$ cat src/rtl/bu_sched_pkg.sv
// Shared types and width helpers for the NTT/INTT butterfly scheduler.
package bu_sched_pkg;

  typedef enum logic [1:0] {
    IDLE,
    ISSUE,
    DRAIN,
    DONE
  } state_e;

  typedef enum logic {
    MODE_NTT  = 1'b0,
    MODE_INTT = 1'b1
  } mode_e;

  function automatic int stage_width(input int log_n);
    return $clog2(log_n + 1);
  endfunction

  function automatic int tw_width(input int log_n);
    return (log_n > 1) ? log_n - 1 : 1;
  endfunction

  function automatic int cnt_width(input int n);
    return (n > 1) ? $clog2(n) : 1;
  endfunction

endpackage

$ cat src/rtl/bu_scheduler_if.sv
// Operand-fetch and writeback bus between the scheduler and the coefficient RAM.
interface bu_scheduler_if import bu_sched_pkg::*; #(
  parameter int LOG_N = 8
);

  localparam int TW_W = tw_width(LOG_N);

  logic             rd_en_o;
  logic [LOG_N-1:0] rd_addr0_o;
  logic [LOG_N-1:0] rd_addr1_o;
  logic [TW_W-1:0]  tw_idx_o;
  logic             wr_en_o;
  logic [LOG_N-1:0] wr_addr0_o;
  logic [LOG_N-1:0] wr_addr1_o;

  modport master (
    output rd_en_o, rd_addr0_o, rd_addr1_o, tw_idx_o,
    output wr_en_o, wr_addr0_o, wr_addr1_o
  );

  modport slave (
    input rd_en_o, rd_addr0_o, rd_addr1_o, tw_idx_o,
    input wr_en_o, wr_addr0_o, wr_addr1_o
  );

endinterface

$ cat src/rtl/bu_wb_pipe.sv
// Delay line that replays issued butterfly addresses as writebacks DEPTH cycles later.
module bu_wb_pipe import bu_sched_pkg::*; #(
  parameter int DEPTH = 2,
  parameter int AW    = 8
) (
  input  logic          clk_i,
  input  logic          reset_ni,
  input  logic          en_i,
  input  logic [AW-1:0] addr0_i,
  input  logic [AW-1:0] addr1_i,
  output logic          en_o,
  output logic [AW-1:0] addr0_o,
  output logic [AW-1:0] addr1_o
);

  logic [DEPTH-1:0] en_q, en_d;
  logic [AW-1:0]    addr0_q [DEPTH];
  logic [AW-1:0]    addr0_d [DEPTH];
  logic [AW-1:0]    addr1_q [DEPTH];
  logic [AW-1:0]    addr1_d [DEPTH];

  always_comb begin
    en_d       = '0;
    addr0_d    = addr0_q;
    addr1_d    = addr1_q;
    en_d[0]    = en_i;
    addr0_d[0] = addr0_i;
    addr1_d[0] = addr1_i;
    for (int i = 1; i < DEPTH; i++) begin
      en_d[i]    = en_q[i-1];
      addr0_d[i] = addr0_q[i-1];
      addr1_d[i] = addr1_q[i-1];
    end
  end

  // Clearing the valid bits on reset drops writebacks for butterflies already in flight.
  always_ff @(posedge clk_i) begin
    if (!reset_ni) begin
      en_q    <= '0;
      addr0_q <= '{default: '0};
      addr1_q <= '{default: '0};
    end else begin
      en_q    <= en_d;
      addr0_q <= addr0_d;
      addr1_q <= addr1_d;
    end
  end

  assign en_o    = en_q[DEPTH-1];
  assign addr0_o = addr0_q[DEPTH-1];
  assign addr1_o = addr1_q[DEPTH-1];

endmodule

$ cat src/rtl/bu_scheduler.sv
// Sequences the N/2 butterflies of each NTT/INTT stage, inserting a BU_LAT drain
// between stages so no operand is read before its previous-stage result lands.
module bu_scheduler import bu_sched_pkg::*; #(
  parameter int LOG_N  = 8,
  parameter int BU_LAT = 2
) (
  input  logic                          clk_i,
  input  logic                          reset_ni,
  input  logic                          start_i,
  input  logic                          mode_i,
  input  logic                          hold_i,
  output logic                          busy_o,
  output logic                          done_o,
  output logic                          mode_o,
  output logic [stage_width(LOG_N)-1:0] stage_o,
  bu_scheduler_if.master                bus
);

  localparam int SW   = stage_width(LOG_N);
  localparam int TW_W = tw_width(LOG_N);
  localparam int K_W  = tw_width(LOG_N);
  localparam int D_W  = cnt_width(BU_LAT);

  localparam logic [SW-1:0]  LAST_STAGE = SW'(LOG_N - 1);
  localparam logic [K_W-1:0] K_LAST     = K_W'((1 << (LOG_N - 1)) - 1);
  localparam logic [D_W-1:0] D_LAST     = D_W'(BU_LAT - 1);

  state_e           state_q, state_d;
  mode_e            mode_q, mode_d;
  logic [SW-1:0]    stage_q, stage_d;
  logic [K_W-1:0]   k_q, k_d;
  logic [D_W-1:0]   drain_q, drain_d;
  logic             rd_en_q, rd_en_d;
  logic [LOG_N-1:0] rd_addr0_q, rd_addr0_d;
  logic [LOG_N-1:0] rd_addr1_q, rd_addr1_d;
  logic [TW_W-1:0]  tw_q, tw_d;
  logic             busy_q, busy_d;
  logic             done_q, done_d;

  logic [LOG_N-1:0] k_ext, half, pos, addr0_c, addr1_c;
  logic [TW_W-1:0]  tw_c;
  logic             stage_last;
  logic [SW-1:0]    stage_next;

  logic             wr_en;
  logic [LOG_N-1:0] wr_addr0, wr_addr1;

  always_comb begin
    k_ext   = LOG_N'(k_q);
    half    = LOG_N'(1) << stage_q;
    pos     = k_ext & (half - LOG_N'(1));
    addr0_c = ((k_ext >> stage_q) << (stage_q + SW'(1))) + pos;
    addr1_c = addr0_c + half;
    tw_c    = TW_W'(pos) << (LAST_STAGE - stage_q);
  end

  // INTT walks the stages from the widest span down, NTT the other way.
  always_comb begin
    stage_last = (mode_q == MODE_INTT) ? (stage_q == '0) : (stage_q == LAST_STAGE);
    stage_next = (mode_q == MODE_INTT) ? stage_q - SW'(1) : stage_q + SW'(1);
  end

  always_comb begin
    state_d    = state_q;
    mode_d     = mode_q;
    stage_d    = stage_q;
    k_d        = k_q;
    drain_d    = drain_q;
    rd_en_d    = 1'b0;
    rd_addr0_d = rd_addr0_q;
    rd_addr1_d = rd_addr1_q;
    tw_d       = tw_q;
    busy_d     = 1'b0;
    done_d     = 1'b0;
    case (state_q)
      IDLE: begin
        if (start_i) begin
          state_d = ISSUE;
          mode_d  = mode_e'(mode_i);
          stage_d = mode_i ? LAST_STAGE : '0;
          k_d     = '0;
        end
      end
      ISSUE: begin
        busy_d = 1'b1;
        if (!hold_i) begin
          rd_en_d    = 1'b1;
          rd_addr0_d = addr0_c;
          rd_addr1_d = addr1_c;
          tw_d       = tw_c;
          if (k_q == K_LAST) begin
            k_d     = '0;
            drain_d = '0;
            state_d = DRAIN;
          end else begin
            k_d = k_q + K_W'(1);
          end
        end
      end
      DRAIN: begin
        busy_d = 1'b1;
        if (drain_q == D_LAST) begin
          if (stage_last) begin
            state_d = DONE;
          end else begin
            stage_d = stage_next;
            state_d = ISSUE;
          end
        end else begin
          drain_d = drain_q + D_W'(1);
        end
      end
      DONE: begin
        done_d  = 1'b1;
        stage_d = '0;
        state_d = IDLE;
      end
      default: state_d = IDLE;
    endcase
  end

  always_ff @(posedge clk_i) begin
    if (!reset_ni) begin
      state_q    <= IDLE;
      mode_q     <= MODE_NTT;
      stage_q    <= '0;
      k_q        <= '0;
      drain_q    <= '0;
      rd_en_q    <= 1'b0;
      rd_addr0_q <= '0;
      rd_addr1_q <= '0;
      tw_q       <= '0;
      busy_q     <= 1'b0;
      done_q     <= 1'b0;
    end else begin
      state_q    <= state_d;
      mode_q     <= mode_d;
      stage_q    <= stage_d;
      k_q        <= k_d;
      drain_q    <= drain_d;
      rd_en_q    <= rd_en_d;
      rd_addr0_q <= rd_addr0_d;
      rd_addr1_q <= rd_addr1_d;
      tw_q       <= tw_d;
      busy_q     <= busy_d;
      done_q     <= done_d;
    end
  end

  bu_wb_pipe #(
    .DEPTH (BU_LAT),
    .AW    (LOG_N)
  ) u_wb_pipe (
    .clk_i    (clk_i),
    .reset_ni (reset_ni),
    .en_i     (rd_en_q),
    .addr0_i  (rd_addr0_q),
    .addr1_i  (rd_addr1_q),
    .en_o     (wr_en),
    .addr0_o  (wr_addr0),
    .addr1_o  (wr_addr1)
  );

  assign busy_o         = busy_q;
  assign done_o         = done_q;
  assign mode_o         = mode_q;
  assign stage_o        = stage_q;
  assign bus.rd_en_o    = rd_en_q;
  assign bus.rd_addr0_o = rd_addr0_q;
  assign bus.rd_addr1_o = rd_addr1_q;
  assign bus.tw_idx_o   = tw_q;
  assign bus.wr_en_o    = wr_en;
  assign bus.wr_addr0_o = wr_addr0;
  assign bus.wr_addr1_o = wr_addr1;

endmodule

$ cat src/flat_wrapper.sv
// flat-port wrapper written by rule: the top's interface ports become plain ports
module bu_scheduler_flat import bu_sched_pkg::*;
#(
  parameter int LOG_N  = 8,
  parameter int BU_LAT = 2
)
  (clk_i, reset_ni, start_i, mode_i, hold_i, busy_o, done_o, mode_o, stage_o, bus_rd_en_o, bus_rd_addr0_o, bus_rd_addr1_o, bus_tw_idx_o, bus_wr_en_o, bus_wr_addr0_o, bus_wr_addr1_o);
  bu_scheduler_if #(.LOG_N(LOG_N)) bus_i ();
  input  logic clk_i;
  input  logic reset_ni;
  input  logic start_i;
  input  logic mode_i;
  input  logic hold_i;
  output logic busy_o;
  output logic done_o;
  output logic mode_o;
  output logic [stage_width(LOG_N)-1:0] stage_o;
  output wire logic [$bits(bus_i.rd_en_o)-1:0] bus_rd_en_o;
  output wire logic [$bits(bus_i.rd_addr0_o)-1:0] bus_rd_addr0_o;
  output wire logic [$bits(bus_i.rd_addr1_o)-1:0] bus_rd_addr1_o;
  output wire logic [$bits(bus_i.tw_idx_o)-1:0] bus_tw_idx_o;
  output wire logic [$bits(bus_i.wr_en_o)-1:0] bus_wr_en_o;
  output wire logic [$bits(bus_i.wr_addr0_o)-1:0] bus_wr_addr0_o;
  output wire logic [$bits(bus_i.wr_addr1_o)-1:0] bus_wr_addr1_o;
  assign bus_rd_en_o = bus_i.rd_en_o;
  assign bus_rd_addr0_o = bus_i.rd_addr0_o;
  assign bus_rd_addr1_o = bus_i.rd_addr1_o;
  assign bus_tw_idx_o = bus_i.tw_idx_o;
  assign bus_wr_en_o = bus_i.wr_en_o;
  assign bus_wr_addr0_o = bus_i.wr_addr0_o;
  assign bus_wr_addr1_o = bus_i.wr_addr1_o;
  bu_scheduler #(.LOG_N(LOG_N), .BU_LAT(BU_LAT)) u_core (.clk_i(clk_i), .reset_ni(reset_ni), .start_i(start_i), .mode_i(mode_i), .hold_i(hold_i), .busy_o(busy_o), .done_o(done_o), .mode_o(mode_o), .stage_o(stage_o), .bus(bus_i));
endmodule
$ cat config.mk
export PLATFORM = sky130hd
export DESIGN_NAME = bu_scheduler_flat
export DESIGN_NICKNAME = d
export VERILOG_FILES = /design/src/rtl/bu_sched_pkg.sv /design/src/rtl/bu_scheduler_if.sv /design/src/rtl/bu_wb_pipe.sv /design/src/rtl/bu_scheduler.sv /design/src/flat_wrapper.sv
export SDC_FILE = /design/constraint.sdc
export NUM_CORES = 1
export LEC_CHECK = 0
export CAP_MARGIN = 5
export CORE_MARGIN = 1.5
export CORE_UTILIZATION = 50
export CTS_CLUSTER_SIZE = 8
export DETAILED_ROUTE_END_ITERATION = 8
export DONT_BUFFER_PORTS = 1
export PLACE_DENSITY = 0.78
export SLEW_MARGIN = 30
export SYNTH_ARGS = -nofsm -noshare
export SYNTH_HDL_FRONTEND = slang
export SYNTH_SLANG_ARGS = --single-unit
$ cat constraint.sdc
create_clock -name clk_i -period 4.57 [get_ports clk_i]
set_clock_uncertainty 0.05 [all_clocks]
set_input_delay 0.457 -clock clk_i [delete_from_list [all_inputs] [get_ports clk_i]]
set_output_delay 0.457 -clock clk_i [all_outputs]
set_load 0.01 [all_outputs]
==> results of run 1 <==
-- routing by layer --
layer	share of wire (%)	vias to the layer above	wire, um
met5	0	-	0
met3	7.4	32	748
met2	45	146	4520
met1	44	1634	4440
li1	-	1736	-
met4	3.3	0	332
-- final timing paths --
check | from | endpoint | slack, ns
worst max-delay path | u_core.stage_o[1]$_SDFFE_PN0P_ | u_core.bus.rd_addr1_o[7]$_SDFFE_PN0P_ | 0.25
worst min-delay path | reset_ni | u_core.u_wb_pipe.en_q[0]$_SDFF_PN0_ | 0.17
worst max register to register | u_core.stage_o[1]$_SDFFE_PN0P_ | u_core.bus.rd_addr1_o[7]$_SDFFE_PN0P_ | 0.25
worst min register to register | u_core.u_wb_pipe.addr1_d[6]$_SDFF_PN0_ | u_core.u_wb_pipe.addr1_o[6]$_SDFF_PN0_ | 0.39
-- repair_timing --
item / CTS / global route
setup endpoints to repair: 1 / 2
cloned: 0 / 0
hold buffers: 0 / 0
resized for setup: 1 / 11
pin swaps: 0 / 2
buffers inserted: 0 / 3
-- kinds of logic (layout without fill, tap and decap cells) --
family | after synthesis | after routing | synth area share (%)
adders and majority gates | 28 | 28 | 8.53
xor gates and xnor gates | 21 | 21 | 4.62
AOI/OAI and AO/OA | 120 | 120 | 19.2
and+or+nand+nor | 184 | 184 | 21.5
buffers and inverters | 69 | 70 | 7.98
muxes | 12 | 12 | 3.13
DFF | 75 | 75 | 35.1
-- synthesized netlist by cell type, types with 8 or more instances --
cell type / instances / share of area, %
nand3_1: 10 / 1.2
a21oi_1: 40 / 4.7
a21o_1: 8 / 1.4
clkbuf_1: 23 / 2.0
buf_4: 16 / 2.8
a211oi_1: 11 / 1.9
xnor2_1: 14 / 2.9
o21ai_0: 19 / 2.2
ha_1: 26 / 7.6
nor3_1: 11 / 1.3
nand2_1: 43 / 3.8
inv_1: 19 / 1.7
mux2i_1: 10 / 2.3
nor2_1: 46 / 4.0
dfxtp_1: 75 / 35
and2_1: 40 / 5.8
-- layout make-up --
class / instances / share of cell area, %
tap: 105 / 2.84
multi-input combinational: 365 / 53.3
clock buffer: 9 / 2.67
clock inverter: 7 / 1.51
timing repair buffer: 32 / 5.27
sequential: 75 / 32.6
inverter: 22 / 1.78
-- registers in the layout, summed over array words and instances (netlist names) --
signal                    cells
u_core.u_wb_pipe.en_q         2
u_core.k_q                    7
u_core.busy_o                 1
u_core.bus.rd_addr0_o         8
u_core.u_wb_pipe.addr0_o      8
u_core.done_o                 1
u_core.mode_o                 1
u_core.u_wb_pipe.addr0_d      8
u_core.bus.rd_addr1_o         8
u_core.bus.tw_idx_o           7
u_core.u_wb_pipe.addr1_d      8
u_core.state_q                2
u_core.u_wb_pipe.addr1_o      8
u_core.stage_o                4
u_core.drain_q                1
u_core.bus.rd_en_o            1
-- through the flow --
step / worst slack, ns / total power [mW]
after detailed placement: 0.00743 / 2.16
after global routing: -0.00733 / 2.90
after global placement: 0.130 / 2.13
after CTS: 0.0149 / 2.66
after floorplan: 0.0274 / 1.85
final: 0.249 / 2.71
-- power by group through the flow --
stage	Sequential, mW	Clock [mW]	Combinational [mW]
after detailed placement	0.856	0	1.30
after global routing	0.863	0.530	1.50
after global placement	0.852	0	1.28
final	0.847	0.495	1.37
after CTS	0.840	0.500	1.32
after floorplan	0.812	0	1.04
==> impl_metrics.py, run 1 <==
metrics = {
    "pwr": {
        "internal_power_mw": 1.52,
        "p_clk_share_pct": 18.2,
        "ir_drop_mv": 0.257,
        "comb_power_share_pct": 50.5,
        "p_per_area_nw_per_um2": 586,
        "p_leak_nw": 1.89,
        "seq_power_share_pct": 31.2,
        "swShare_pct": 44.1,
        "switchingPower_mw": 1.20,
    },
    "worst_setup_path": {
        "worstPathArrival_ns": 4.56,
        "timing_worst_setup_path_type": "reg2reg",
        "critical_path_depth": 18,
        "crit_chain": "nand2b_1 -> o221a_1 -> or4_1 -> o31ai_2 -> and2_4 -> nor2b_2 -> inv_1 -> fa_1 -> nand2b_4 -> a21o_1 -> o21bai_1 -> a21oi_1 -> xnor2_1 -> ha_1 -> o41ai_2 -> xnor2_1 -> xnor3_1 -> a2bb2oi_2",
        "critPathBufInv": 1,
        "crit_top_cell": "xnor2_1",
        "cp_data_required_time_ns": 4.81,
        "crit_family": "compound AO/OA/AOI/OAI gates",
        "max_stage_delay_ns": 0.49,
        "start_kind": "register",
        "r2r_cells": 18,
        "cp_max_fo": 7,
        "crit_path_end_kind": "register",
        "slowest_stage": "or4_1",
    },
    "cells_and_area": {
        "seq_area_um2": 1510,
        "multiInputGateArea_um2": 2470,
        "layout-area-overhead-vs-synth_pct": 8.12,
        "fillCellCount": 724,
        "final_common_cell": "dfxtp_1",
        "layout_common_cells": "dfxtp_1 (71), nor2_1 (46), nand2_1 (43)",
        "finish.utilization_pct": 56.1,
        "layout-drive-gt1-share_pct": 13.5,
        "n_antenna_cell": 0,
        "stdcell_count": 615,
        "fin_area_um2": 4630,
        "nets": 538,
    },
    "sta": {
        "slew_viol_final": 0,
        "finalCriticalPeriod_ns": 4.32,
        "worst_pin_slew_ns": 0.928,
        "period_share_pct": 94.5,
        "whs_ns": 0.167,
        "setup-tns-final_ns": 0,
        "hold_viol_final": 0,
        "finalSetupViolCount": 0,
        "relSlewSlack_pct": 38.2,
        "max_freq_ghz": 0.231,
    },
    "cts": {
        "clockBufferDepth": 2,
        "cts.sinks": 75,
        "cts_made_buffers": 9,
        "worstSkewPairLatency_ns": 0.36,
        "clock-root-buffer": "clkbuf_8",
        "cts.reportedPaths.clkPinSlew_ns": 0.09,
        "htree_levels": 3,
        "cts_tree": "done",
    },
    "floorplanning": {
        "fp.dieH_um": 95.6,
        "initial_utilization_pct": 51.9,
        "rows": 33,
        "die_area_um2": 9130,
        "design.core.area_um2": 8260,
        "die_w_um": 95.6,
        "ios": 53,
    },
    "routing": {
        "postRouteAntennaNets": 0,
        "detail_route.iter0.violations": 279,
        "vias": 3548,
        "drc": 0,
        "drt-total-wl_um": 10000,
        "drt-wirelength-per-cell_um": 16.3,
        "dr.pass1.iters": 5,
        "viasPerCell": 5.77,
    },
    "placement": {
        "gp_congestion": 0.957,
        "place_area_um2": 4380,
        "hpwl_um": 7430,
        "port_buffers": 0,
        "placed_cells": 596,
    },
    "global_route": {
        "grtUsageMet3_pct": 6.30,
        "busiest_layer": "met2",
        "grt_pass1_wl_um": 16100,
        "gr-usage-met2_pct": 35.7,
        "grtUsageMet1_pct": 29.0,
        "grt_max_degree": 39,
        "grt_pass1_vias": 3315,
        "antenna_found_initial": 0,
        "grt-ovfl-total": 0,
        "grtUsageTotal_pct": 23.0,
    },
    "hold_path": {
        "holdPathStages": 1,
        "hp-class": "in2reg",
    },
    "logic_synthesis": {
        "synth_nets": 542,
        "yosysUniqueCellTypes": 62,
        "synth_edf_count": 0,
        "syn-cell-area_um2": 4280,
        "async_reset_ff_share_pct": 0,
        "avgSynthCellArea_um2": 8.41,
        "synth_flop_cell": "dfxtp_1",
        "ys_seq_elements": 75,
        "yosys_warnings": 0,
        "yosysSeqAreaShare_pct": 35.1,
        "syn_inst": 509,
    },
    "status": {
        "status": "finished clean",
    },
    "job": {
        "maxCapViolations": 0,
    },
}
Power figures use the tool's default switching activity.
==> inputs of run 2 (changes only) <==
==> constraint.sdc (replaced) <==
create_clock -name clk_i -period 3.9 [get_ports clk_i]
set_clock_uncertainty 0.05 [all_clocks]
set_input_delay 0.195 -clock clk_i [delete_from_list [all_inputs] [get_ports clk_i]]
set_output_delay 0.195 -clock clk_i [all_outputs]
set_load 0.01 [all_outputs]
==> run 2 against run 1 <==
  * The run now ends with setup timing left
  * Global-route usage grew 2.7 points
  * Sequential share of layout area shrank 3.8 points
  * Routed wire length grew 13%
  * Clock power grew 19%
  * Count of clock-buffer cells in the layout is the same
  * Via count grew 8.8%
  * Non-clock buffer count grew 50
  * Critical path depth grew 3
  * Critical path type unchanged
  * Largest cell class unchanged
  * Highest routed layer unchanged
==> impl_metrics.py, run 2 (same netlist as run 1, synthesis figures left out) <==
metrics = {
    "sta": {
        "period_share_pct": 105,
        "rsz0062_at_grt": "true",
        "finalSetupViolCount": 1,
        "setup_slack_ns": -0.193,
        "finalCriticalPeriod_ns": 4.09,
        "relSlewSlack_pct": 41.2,
        "slew_viol_final": 0,
        "setup-tns-final_ns": -0.193,
        "hold_viol_final": 0,
        "whs_ns": 0.0196,
        "max_freq_ghz": 0.244,
        "worst_pin_slew_ns": 0.879,
    },
    "placement": {
        "post-place-ws_ns": -0.324,
        "place_area_um2": 4810,
        "hpwl_um": 8290,
        "port_buffers": 0,
        "gp_congestion": 0.949,
    },
    "cts": {
        "clockBufferDepth": 2,
        "cts.sinks": 75,
        "worstSkewPairLatency_ns": 0.36,
        "cts_made_buffers": 9,
        "cts_tree": "done",
        "clock-root-buffer": "clkbuf_8",
        "htree_levels": 3,
        "cts.reportedPaths.clkPinSlew_ns": 0.10,
    },
    "status": {
        "violations": "setup timing",
        "status": "finished with violations",
    },
    "worst_setup_path": {
        "worstPathArrival_ns": 4.35,
        "crit_path_end_kind": "register",
        "cp_max_fo": 5,
        "timing_worst_setup_path_type": "reg2reg",
        "start_kind": "register",
        "cp_data_required_time_ns": 4.16,
    },
    "cells_and_area": {
        "layout_common_cells": "buf_4 (76), dfxtp_1 (72), nor2_1 (45)",
        "final_common_cell": "buf_4",
        "nets": 588,
        "layout-drive-gt1-share_pct": 26.1,
        "layout-area-overhead-vs-synth_pct": 22.3,
        "finish.utilization_pct": 63.4,
        "fin_area_um2": 5240,
        "n_antenna_cell": 0,
    },
    "pwr": {
        "ir_drop_mv": 0.340,
        "p_leak_nw": 2.17,
        "p_per_area_nw_per_um2": 706,
    },
    "job": {
        "maxCapViolations": 0,
    },
    "floorplanning": {
        "ios": 53,
        "fp.dieH_um": 95.6,
        "die_w_um": 95.6,
        "initial_utilization_pct": 51.9,
        "die_area_um2": 9130,
        "design.core.area_um2": 8260,
        "rows": 33,
    },
    "routing": {
        "viasPerCell": 5.80,
        "wl_met1_um": 4660,
        "drt-total-wl_um": 11300,
        "dr.pass1.iters": 5,
        "drt-wirelength-per-cell_um": 17.0,
        "topRoutingLayerUsed": "met4",
        "postRouteAntennaNets": 0,
        "vias": 3859,
        "drc": 0,
        "route.met2.wl_um": 5530,
        "routed-wl-met3_um": 688,
        "detail_route.iter0.violations": 226,
    },
    "global_route": {
        "grt_pass1_vias": 3766,
        "grtUsageTotal_pct": 25.7,
        "grt_pass1_wl_um": 18100,
        "grt_max_degree": 36,
        "antenna_found_initial": 0,
        "grt-ovfl-total": 0,
    },
    "hold_path": {
        "hp-class": "in2reg",
    },
}
==> run 2: cell count changes in the layout (fill, tap and decap cells not counted), moves of 3 or more <==
cell | before | now
buf_4 | 31 | 76
ha_1 | 26 | 19
xnor2_1 | 14 | 9
inv_1 | 19 | 16
ha_4 | 0 | 5
dlygate4sd3_1 | 0 | 4
xnor2_2 | 0 | 4
==> run 2: routing by layer <==
layer,vias up,track usage (%)
li1,1843,-
met1,1817,30.3
met2,159,44.3
met3,40,5.42
met4,0,12.0
met5,-,0
==> run 2: what timing repair did <==
action | 4_1_cts | 5_1_grt
setup buffers | 2 | 2
resized for setup | 17 | 16
hold endpoints to repair | 36 | 0
cloned | 0 | 0
pin swaps | 15 | 14
hold buffers | 4 | 0
endpoints found under the setup margin | 4 | 4
==> run 2: where the power goes <==
part / internal (mW) / leakage, nW / switching (mW)
Combinational: 0.992 / 1.47 / 1.14
Sequential: 0.872 / 0.610 / 0.107
Clock: 0.247 / 0.0951 / 0.340
Total: 2.11 / 2.17 / 1.59
==> run 2: worst paths after layout <==
check                                              start                                      to  slack (ns)  depth (start not counted)
hold reg to reg   u_core.u_wb_pipe.addr1_d[2]$_SDFF_PN0_  u_core.u_wb_pipe.addr1_o[2]$_SDFF_PN0_        0.39                          1
setup / recovery          u_core.stage_o[1]$_SDFFE_PN0P_   u_core.bus.rd_addr1_o[7]$_SDFFE_PN0P_       -0.19                         21
hold / removal                                  reset_ni              u_core.k_q[3]$_SDFFE_PN0P_        0.02                          2
setup reg to reg          u_core.stage_o[1]$_SDFFE_PN0P_   u_core.bus.rd_addr1_o[7]$_SDFFE_PN0P_       -0.19                         21
==> run 2: metrics by stage <==
step | total power, mW | instances
2_1_floorplan | 2.29 | 509
3_3_place_gp | 2.87 | 641
3_5_place_dp | 2.92 | 641
4_1_cts | 3.60 | 663
5_1_grt | 3.92 | 665
6_report | 3.70 | 665
==> run 2: final cells by class <==
class / count / area, um^2
clock buffers: 9 / 124
clock inverters: 7 / 70.1
fillers: 685 / 3020
inverters: 22 / 86.3
multi-input cells: 365 / 2670
flip-flops and latches: 75 / 1510
well taps: 105 / 131
repair buffers: 82 / 642
==> run 2: worst max-delay path, stage by stage (launching register included) <==
cell       delay, ns
dfxtp_4         0.38
buf_6           0.11
mux4_2          0.22
nor2_2          0.05
or4_4           0.50
o31ai_4         0.08
and2_4          0.18
nor2b_4         0.14
inv_2           0.05
fa_2            0.39
nand2b_4        0.15
a21o_1          0.16
o21bai_1        0.16
a21oi_2         0.09
xnor2_2         0.15
ha_2            0.33
nor2_1          0.05
nor2_1          0.13
o41ai_2         0.10
xnor2_1         0.18
xnor3_1         0.26
a2bb2oi_2       0.13
